**src/rtl/sc_scaled_add_ctrl_if.sv**
```systemverilog
// Host and mux-datapath signal bundle for sc_scaled_add_ctrl.
// The master modport is the host/mux side; the slave modport is the sequencer.
interface sc_scaled_add_ctrl_if #(
  parameter int WIDTH = 8
);
  logic             start;
  logic [WIDTH-1:0] a_val;
  logic [WIDTH-1:0] b_val;
  logic             mux_control;
  logic             mux_a;
  logic             mux_b;
  logic             mux_q;
  logic             stream_valid;
  logic             busy;
  logic             done;
  logic [WIDTH-1:0] result;

  modport master (
    output start, a_val, b_val, mux_q,
    input  mux_control, mux_a, mux_b,
    input  stream_valid, busy, done, result
  );

  modport slave (
    input  start, a_val, b_val, mux_q,
    output mux_control, mux_a, mux_b,
    output stream_valid, busy, done, result
  );
endinterface

```
**src/rtl/sc_scaled_add_ctrl.sv**
```systemverilog
// Stochastic scaled-add sequencer: LFSR SNG streams into an external
// 2:1 mux, counts mux ones over one LFSR period, returns ~(a+b)/2.
module sc_scaled_add_ctrl #(
  parameter int WIDTH = 8,
  parameter int SEED  = 1
) (
  input logic                clk,
  input logic                rst_n,
  sc_scaled_add_ctrl_if.slave bus
);
  localparam int N = (1 << WIDTH) - 1;

  // Maximal-length tap masks, one per supported width
  localparam logic [7:0] TAPS =
    (WIDTH == 4) ? 8'h0C :
    (WIDTH == 5) ? 8'h14 :
    (WIDTH == 6) ? 8'h30 :
    (WIDTH == 7) ? 8'h60 : 8'hB8;

  typedef enum logic [1:0] {
    S_IDLE,
    S_RUN,
    S_DONE
  } state_t;

  state_t           r_state;
  logic [WIDTH-1:0] r_lfsr;
  logic [WIDTH-1:0] r_a;
  logic [WIDTH-1:0] r_b;
  logic             r_sel;
  logic [WIDTH-1:0] r_cyc;
  logic [WIDTH-1:0] r_acc;
  logic [WIDTH-1:0] r_result;

  logic             w_run;
  logic             w_fb;
  logic             w_last;
  logic [WIDTH-1:0] w_rev;
  logic [WIDTH-1:0] w_acc_nxt;

  assign w_run  = (r_state == S_RUN);
  assign w_fb   = ^(r_lfsr & TAPS[WIDTH-1:0]);
  assign w_last = (r_cyc == WIDTH'(N - 1));
  assign w_acc_nxt = r_acc + WIDTH'(bus.mux_q);

  always_comb begin
    w_rev = '0;
    for (int i = 0; i < WIDTH; i++) begin
      w_rev[i] = r_lfsr[WIDTH-1-i];
    end
  end

  assign bus.mux_a        = w_run & (r_lfsr <= r_a);
  assign bus.mux_b        = w_run & (w_rev <= r_b);
  assign bus.mux_control  = w_run & r_sel;
  assign bus.stream_valid = w_run;
  assign bus.busy         = w_run;
  assign bus.done         = (r_state == S_DONE);
  assign bus.result       = r_result;

  always_ff @(posedge clk) begin
    if (!rst_n) begin
      r_state  <= S_IDLE;
      r_lfsr   <= WIDTH'(SEED);
      r_a      <= '0;
      r_b      <= '0;
      r_sel    <= 1'b0;
      r_cyc    <= '0;
      r_acc    <= '0;
      r_result <= '0;
    end else begin
      unique case (r_state)
        S_IDLE, S_DONE: begin
          if (bus.start) begin
            r_state <= S_RUN;
            r_a     <= bus.a_val;
            r_b     <= bus.b_val;
            r_lfsr  <= WIDTH'(SEED);
            r_sel   <= 1'b1;
            r_cyc   <= '0;
            r_acc   <= '0;
          end else begin
            r_state <= S_IDLE;
          end
        end
        S_RUN: begin
          r_acc  <= w_acc_nxt;
          r_lfsr <= {r_lfsr[WIDTH-2:0], w_fb};
          r_sel  <= ~r_sel;
          r_cyc  <= r_cyc + 1'b1;
          if (w_last) begin
            r_result <= w_acc_nxt;
            r_state  <= S_DONE;
          end
        end
        default: r_state <= S_IDLE;
      endcase
    end
  end
endmodule
```
**src/flat_wrapper.sv**
```systemverilog
// flat-port wrapper written by rule: the top's interface ports become plain ports
module sc_scaled_add_ctrl_flat 
#(
  parameter int WIDTH = 8,
  parameter int SEED  = 1
)
  (clk, rst_n, bus_start, bus_a_val, bus_b_val, bus_mux_q, bus_mux_control, bus_mux_a, bus_mux_b, bus_stream_valid, bus_busy, bus_done, bus_result);
  sc_scaled_add_ctrl_if #(.WIDTH(WIDTH)) bus_i ();
  input logic clk;
  input logic rst_n;
  input wire logic [$bits(bus_i.start)-1:0] bus_start;
  input wire logic [$bits(bus_i.a_val)-1:0] bus_a_val;
  input wire logic [$bits(bus_i.b_val)-1:0] bus_b_val;
  input wire logic [$bits(bus_i.mux_q)-1:0] bus_mux_q;
  output wire logic [$bits(bus_i.mux_control)-1:0] bus_mux_control;
  output wire logic [$bits(bus_i.mux_a)-1:0] bus_mux_a;
  output wire logic [$bits(bus_i.mux_b)-1:0] bus_mux_b;
  output wire logic [$bits(bus_i.stream_valid)-1:0] bus_stream_valid;
  output wire logic [$bits(bus_i.busy)-1:0] bus_busy;
  output wire logic [$bits(bus_i.done)-1:0] bus_done;
  output wire logic [$bits(bus_i.result)-1:0] bus_result;
  assign bus_i.start = bus_start;
  assign bus_i.a_val = bus_a_val;
  assign bus_i.b_val = bus_b_val;
  assign bus_i.mux_q = bus_mux_q;
  assign bus_mux_control = bus_i.mux_control;
  assign bus_mux_a = bus_i.mux_a;
  assign bus_mux_b = bus_i.mux_b;
  assign bus_stream_valid = bus_i.stream_valid;
  assign bus_busy = bus_i.busy;
  assign bus_done = bus_i.done;
  assign bus_result = bus_i.result;
  sc_scaled_add_ctrl #(.WIDTH(WIDTH), .SEED(SEED)) u_core (.clk(clk), .rst_n(rst_n), .bus(bus_i));
endmodule
```
**config.mk**
```make
export PLATFORM = sky130hd
export DESIGN_NAME = sc_scaled_add_ctrl_flat
export DESIGN_NICKNAME = d
export VERILOG_FILES = /design/src/rtl/sc_scaled_add_ctrl_if.sv /design/src/rtl/sc_scaled_add_ctrl.sv /design/src/flat_wrapper.sv
export SDC_FILE = /design/constraint.sdc
export NUM_CORES = 1
export LEC_CHECK = 0
export CORE_MARGIN = 3
export CORE_UTILIZATION = 57
export CTS_BUF_LIST = sky130_fd_sc_hd__clkbuf_8
export DETAILED_ROUTE_END_ITERATION = 7
export PLACE_DENSITY = 0.91
export SETUP_SLACK_MARGIN = 0.15
export SYNTH_ARGS = -nofsm -noshare
export SYNTH_HDL_FRONTEND = slang
export SYNTH_SLANG_ARGS = --single-unit
```
**constraint.sdc**
```tcl
create_clock -name clk -period 2.3 [get_ports clk]
set_clock_uncertainty 0.05 [all_clocks]
set_input_delay 0.46 -clock clk [delete_from_list [all_inputs] [get_ports clk]]
set_output_delay 0.46 -clock clk [all_outputs]
set_load 0.005 [all_outputs]
```
======== After elaboration in Yosys (flattened, before gate mapping) ========
Cells that the tools add are included.
cells by class
  magnitude comparators ................... 2
  div/mod/pow operators ................... 0
  multiply operators ...................... 0
  muxes and demuxes ....................... 10
  add/subtract/negate cells ............... 2
  bitwise operators ....................... 4
  reduce and logical (&&, ||, !) cells .... 7
  eq/ne operators ......................... 5
  shift operators ......................... 0
operators with widths
  cell                   number
  $pmux W8 S2            3
  $le A8 B8 Y1           2
  $mux W8                2
  $add A8 B1 Y8          1
  $add A8 B1 Y8 const B  1
  $eq A8 B8 Y1 const B   1
  $reduce_xor A8 Y1      1
  $reduce_and A2 Y1      3
  $ne A2 B2 Y1 const B   2
  $pmux W2 S2            1
  $and A1 B1 Y1          3
  $eq A2 B1 Y1 const B   1
  $eq A2 B2 Y1 const B   1
  $logic_not A2 Y1       1
  $mux W1                2
  $mux W2                1
  $pmux W1 S2            1
  $reduce_bool A2 Y1     1
  $reduce_or A2 Y1       1
  $not A1 Y1             1
word-level totals
  register bits after elaboration ......... 51
  bits in read-only memories .............. 0
  latch bits .............................. 0
  logic and storage cells ................. 38
  memories ................................ 0
  input port bits ......................... 20
  bits in writable memories ............... 0
  output and inout bits ................... 14

======== Depth between registers and ports, before layout ========
Gate-level depths: netlist of run 1.
  depth in word-level cells ............... 4
  mapped depth ............................ 7
  mapped depth without buffers ............ 6

======== Least setup slack after synthesis of run 1 ========
OpenSTA, ideal clock, no wires.
  path kind ............................... register to output
  from .................................... register u_core.r_b[5]
  to ...................................... output bus_mux_b
  buffers on the path ..................... 0
  stages on the path, launching flop included .. 7
  required time ........................... 1.790 ns
  arrival ................................. 1.291 ns
  slack ................................... 0.499 ns
  cells stage by stage .................... dfxtp_1 inv_1 ha_1 a211o_1 o211ai_1 and3b_1 a21bo_2
between the ends
  word-level cells in the longest chain between the ends .. 2
ends and longest elaborated chain
  element                 RTL line                  RTL
  from (decl)             sc_scaled_add_ctrl.sv:29  logic [WIDTH-1:0] r_b;
  from (signal assigned)  sc_scaled_add_ctrl.sv:77  r_b <= bus.b_val;
  $le A8 B8 Y1            sc_scaled_add_ctrl.sv:54  assign bus.mux_b = w_run & (w_rev <= r_b);
  $and A1 B1 Y1           sc_scaled_add_ctrl.sv:54
  to (decl)               flat_wrapper.sv:17        output wire logic [$bits(bus_i.mux_b)-1:0] bus_mux_b;
Every way passes these cells.

======== Worst setup path in the final report of run 1 ========
  from .................................... register u_core.r_lfsr[3]
  to ...................................... output bus_mux_b
between the ends
  word-level cells in the longest chain between the ends .. 2
ends and longest elaborated chain
  element                 RTL line                  RTL
  from (decl)             sc_scaled_add_ctrl.sv:27  logic [WIDTH-1:0] r_lfsr;
  from (signal assigned)  sc_scaled_add_ctrl.sv:64  r_lfsr <= WIDTH'(SEED);
  from (signal assigned)  sc_scaled_add_ctrl.sv:78  r_lfsr <= WIDTH'(SEED);
  from (signal assigned)  sc_scaled_add_ctrl.sv:88  r_lfsr <= {r_lfsr[WIDTH-2:0], w_fb};
  $le A8 B8 Y1            sc_scaled_add_ctrl.sv:54
  $and A1 B1 Y1           sc_scaled_add_ctrl.sv:54
Every way passes these cells.

==> results.ini, run 1 <==
[status]
status = complete, no violations

[clock_tree]
hold_buffers = 0
cts.sinks = 51
htree_levels = 2
clock_path_buffers = 2
cts_tree = built
cts_root_buf = clkbuf_8
worstSkewPairLatency_ps = 310
cts_buffers = 5
clk_pin_slew_ps = 100

[critical_path]
crit_buf_inv = 1
reg2reg_from = u_core.r_state[1]$_SDFFE_PN0P_
r2r-end = u_core.r_lfsr[5]$_SDFFE_PN0P_
path_cells = ha_2 -> nand4_1 -> nor3_2 -> a31oi_1 -> a21bo_2 -> buf_2
r2r_setup_slack_ps = 440
end_kind = primary output
critPathTopFamily = flip-flops
cp_data_arrival_time_ps = 1750
critical_path_class = register to primary output
critical_path_cell_count = 6
critPathMaxFanout = 3
cp_slowest_cell = dfxtp_1
cp-start-kind = register
cpPeakStageDelay_ps = 430
worstPathRequired_ps = 1790
reg2regPathDepth = 7

[floorplan]
die_w_um = 73.77
core_sq_mm = 0.004384
rows = 24
start_util_pct = 59.70
die-area_sq_mm = 0.005441
fp.dieH_um = 73.77
ios = 34

[synth]
synth_edf_count = 0
synth.cell_area_sq_mm = 0.002618
yosysSeqAreaShare_pct = 39.01
synthTopCellsByArea = dfxtp_1 39%, ha_1 9.6%, nand2_1 6.6%
synth.distinct_cells = 41
yosysTopAreaCell = dfxtp_1
yosys_warnings = 0
syn_nets = 336
postSynthAreaPerCell_sq_um = 8.843
synthFlopType = dfxtp_1
synth-seq-cells = 51
syn_inst = 296
synthArstFlopShare_pct = 0
yosys.area.top_type_share_pct = 39.01

[sta]
fin_setup_tns_ps = 0
rsz0062_at_grt = yes
period_minus_slack_ps = 2260
setup_ws_ps = 40.01
finalCritPeriodShare_pct = 98.26
slew_viol_final = 0
relSlewSlack_pct = 59.58
hold_violations = 0
fmax_mhz = 442.5
final-setup-viol-count = 0
tightestPinTransition_ps = 604.4

[worst_hold_path]
whs_path_depth = 2
hp-start = u_core.r_a[7]$_SDFFE_PN0P_
hold_class = register to register
holdPathEnd = u_core.r_a[7]$_SDFFE_PN0P_

[cells_and_area]
drive_gt1_share_pct = 18.45
finalInstanceArea_sq_mm = 0.003277
nNetsFinal = 375
utilization_pct = 74.74
num_antenna_cells = 0
fillers = 266
areaGrowthSynthToFinish_pct = 25.19

[global_routing]
grt_overflow = 0
grt_pass1_wl_um = 9073
grt_max_degree = 53
antenna_found_initial = 0
grt_use_total_pct = 21.34
grt_pass1_vias = 2061

[placed_design]
dp.final_hpwl_um = 3794
dp_slack_ps = -69.22
routabilityCongestion = 0.8020
place_area_sq_mm = 0.002987
portBuffers = 33

[detailed_routing]
drc = 0
antenna_left = 0
routed_via_density = 5.802
wl_per_cell_um = 15.77
dr.pass1.iters = 4
drt_iter0_drc = 115
drt_wl_total_um = 6118
vias = 2251

[power_and_ir_drop]
cellLeakagePower_nw = 1.350
power.total_mw = 1.854
powerDensity_mw_per_mm2 = 565.8
vdd_drop_max_uv = 692.0

[job]
cap_violations = 0

==> state kept, by name (all words and copies together) (netlist names) <==
register,cells
u_core.bus.result,8
u_core.r_a,8
u_core.r_acc,8
u_core.r_b,8
u_core.r_cyc,8
u_core.r_lfsr,8
u_core.r_state,2
u_core.r_sel,1
==> cell families (layout without fill, tap and decap cells) <==
group | count (synthesis) | in the layout | synth area share (%)
AND/OR/NAND/NOR | 113 | 113 | 22.47
AO/OA/AOI/OAI | 60 | 60 | 16.40
flip-flops | 51 | 51 | 39.01
buffers and inverters | 35 | 75 | 6.549
adder cells (fa/ha/maj) | 20 | 20 | 9.560
XOR/XNOR | 10 | 10 | 3.346
multiplexers | 7 | 7 | 2.677
==> area by class of cell <==
cell class | count | area [sq um] | area share [%]
multi-input combinational | 210 | 1526 | 46.58
clock buffer | 6 | 82.58 | 2.520
clock inverter | 2 | 35.03 | 1.069
inverter | 18 | 70.07 | 2.138
sequential | 51 | 1047 | 31.96
timing repair buffer | 49 | 450.4 | 13.75
tap | 52 | 65.06 | 1.985
==> cells in the mapped netlist, drive strengths merged (2+ instances only) <==
cell type,count
nor3,3
nor2b,15
mux2i,7
nor2,8
inv,18
a21bo,2
dfxtp,51
o21a,3
nand2,46
buf,11
xor2,4
o21ai,11
a21boi,19
nand4,12
o211ai,3
and3b,2
a211o,2
a21oi,4
a22oi,9
a31oi,2
nand3b,2
xnor2,6
and2,10
nand3,5
nand2b,2
ha,20
o211a,4
clkbuf,6
and3,4
==> where the power goes <==
| group | total, mW | switching (mW) | internal, mW |
|---|---|---|---|
| logic | 0.266 | 0.137 | 0.128 |
| clock network | 0.660 | 0.308 | 0.353 |
| registers | 0.928 | 0.0189 | 0.909 |
| total | 1.85 | 0.464 | 1.39 |
==> per-stage QoR <==
step,instances,hold WS [ps]
6_report,388,419.2
3_3_place_gp,374,402.8
5_1_grt,388,438.4
4_1_cts,384,419.6
2_1_floorplan,296,393.5
3_5_place_dp,374,407.2
==> worst max path at each step <==
stage / start / end / slack (ps)
after global placement: u_core.r_b[5]$_SDFFE_PN0P_ / bus_mux_b / -20
after detailed placement: u_core.r_b[5]$_SDFFE_PN0P_ / bus_mux_b / -70
after global routing: u_core.r_b[4]$_SDFFE_PN0P_ / bus_mux_b / -20
final: u_core.r_lfsr[3]$_SDFFE_PN0P_ / bus_mux_b / 40
after floorplan: u_core.r_b[5]$_SDFFE_PN0P_ / bus_mux_b / 500
after CTS: u_core.r_b[5]$_SDFFE_PN0P_ / bus_mux_b / 90
==> placed cells by master (no fill, tap or decap), drive strengths merged, types with 2 or more instances in the layout <==
master and n:
dfxtp 51, a211o 2, ha 20, nand4 12, nand2 46, o211ai 3
a31oi 2, a22oi 9, and2 10, o211a 4, clkbuf 6, inv 18
and3b 2, a21boi 19, a21bo 2, xnor2 6, nand2b 2, clkdlybuf4s50 30
buf 18, o21a 3, a21oi 4, o21ai 11, nor3 3, nor2b 15
and3 4, nand3 5, nor2 8, xor2 4, mux2i 7, nand3b 2
==> worst min-delay path: stages, from the launching register on <==
cell and delay, ps:
dfxtp_2 330, nand2_1 40, a21boi_0 70
==> metal layers <==
layer  routed length, um  track usage (%)  vias to the layer above
li1                    -                -                     1100
met1                2666            26.22                     1064
met2                3002            35.24                       75
met3                 341            5.746                       12
met4                 107            8.451                        0
met5                   0                0                        -
==> timing repair <==
item / in CTS / in global routing
endpoints found under the setup margin: 5 / 2
gates cloned: 0 / 0
setup buffers: 2 / 4
gates resized for setup: 31 / 17
pin swaps: 9 / 9
No activity file was read; power rests on OpenSTA's default activity.
==> inputs of run 2 (changes only) <==
CTS_CLUSTER_SIZE = 40   (was unset)
GPL_ROUTABILITY_DRIVEN = 0   (was unset)
==> results of run 2 <==
Same layout as run 1: the final DEF is identical, and so are final timing and power.
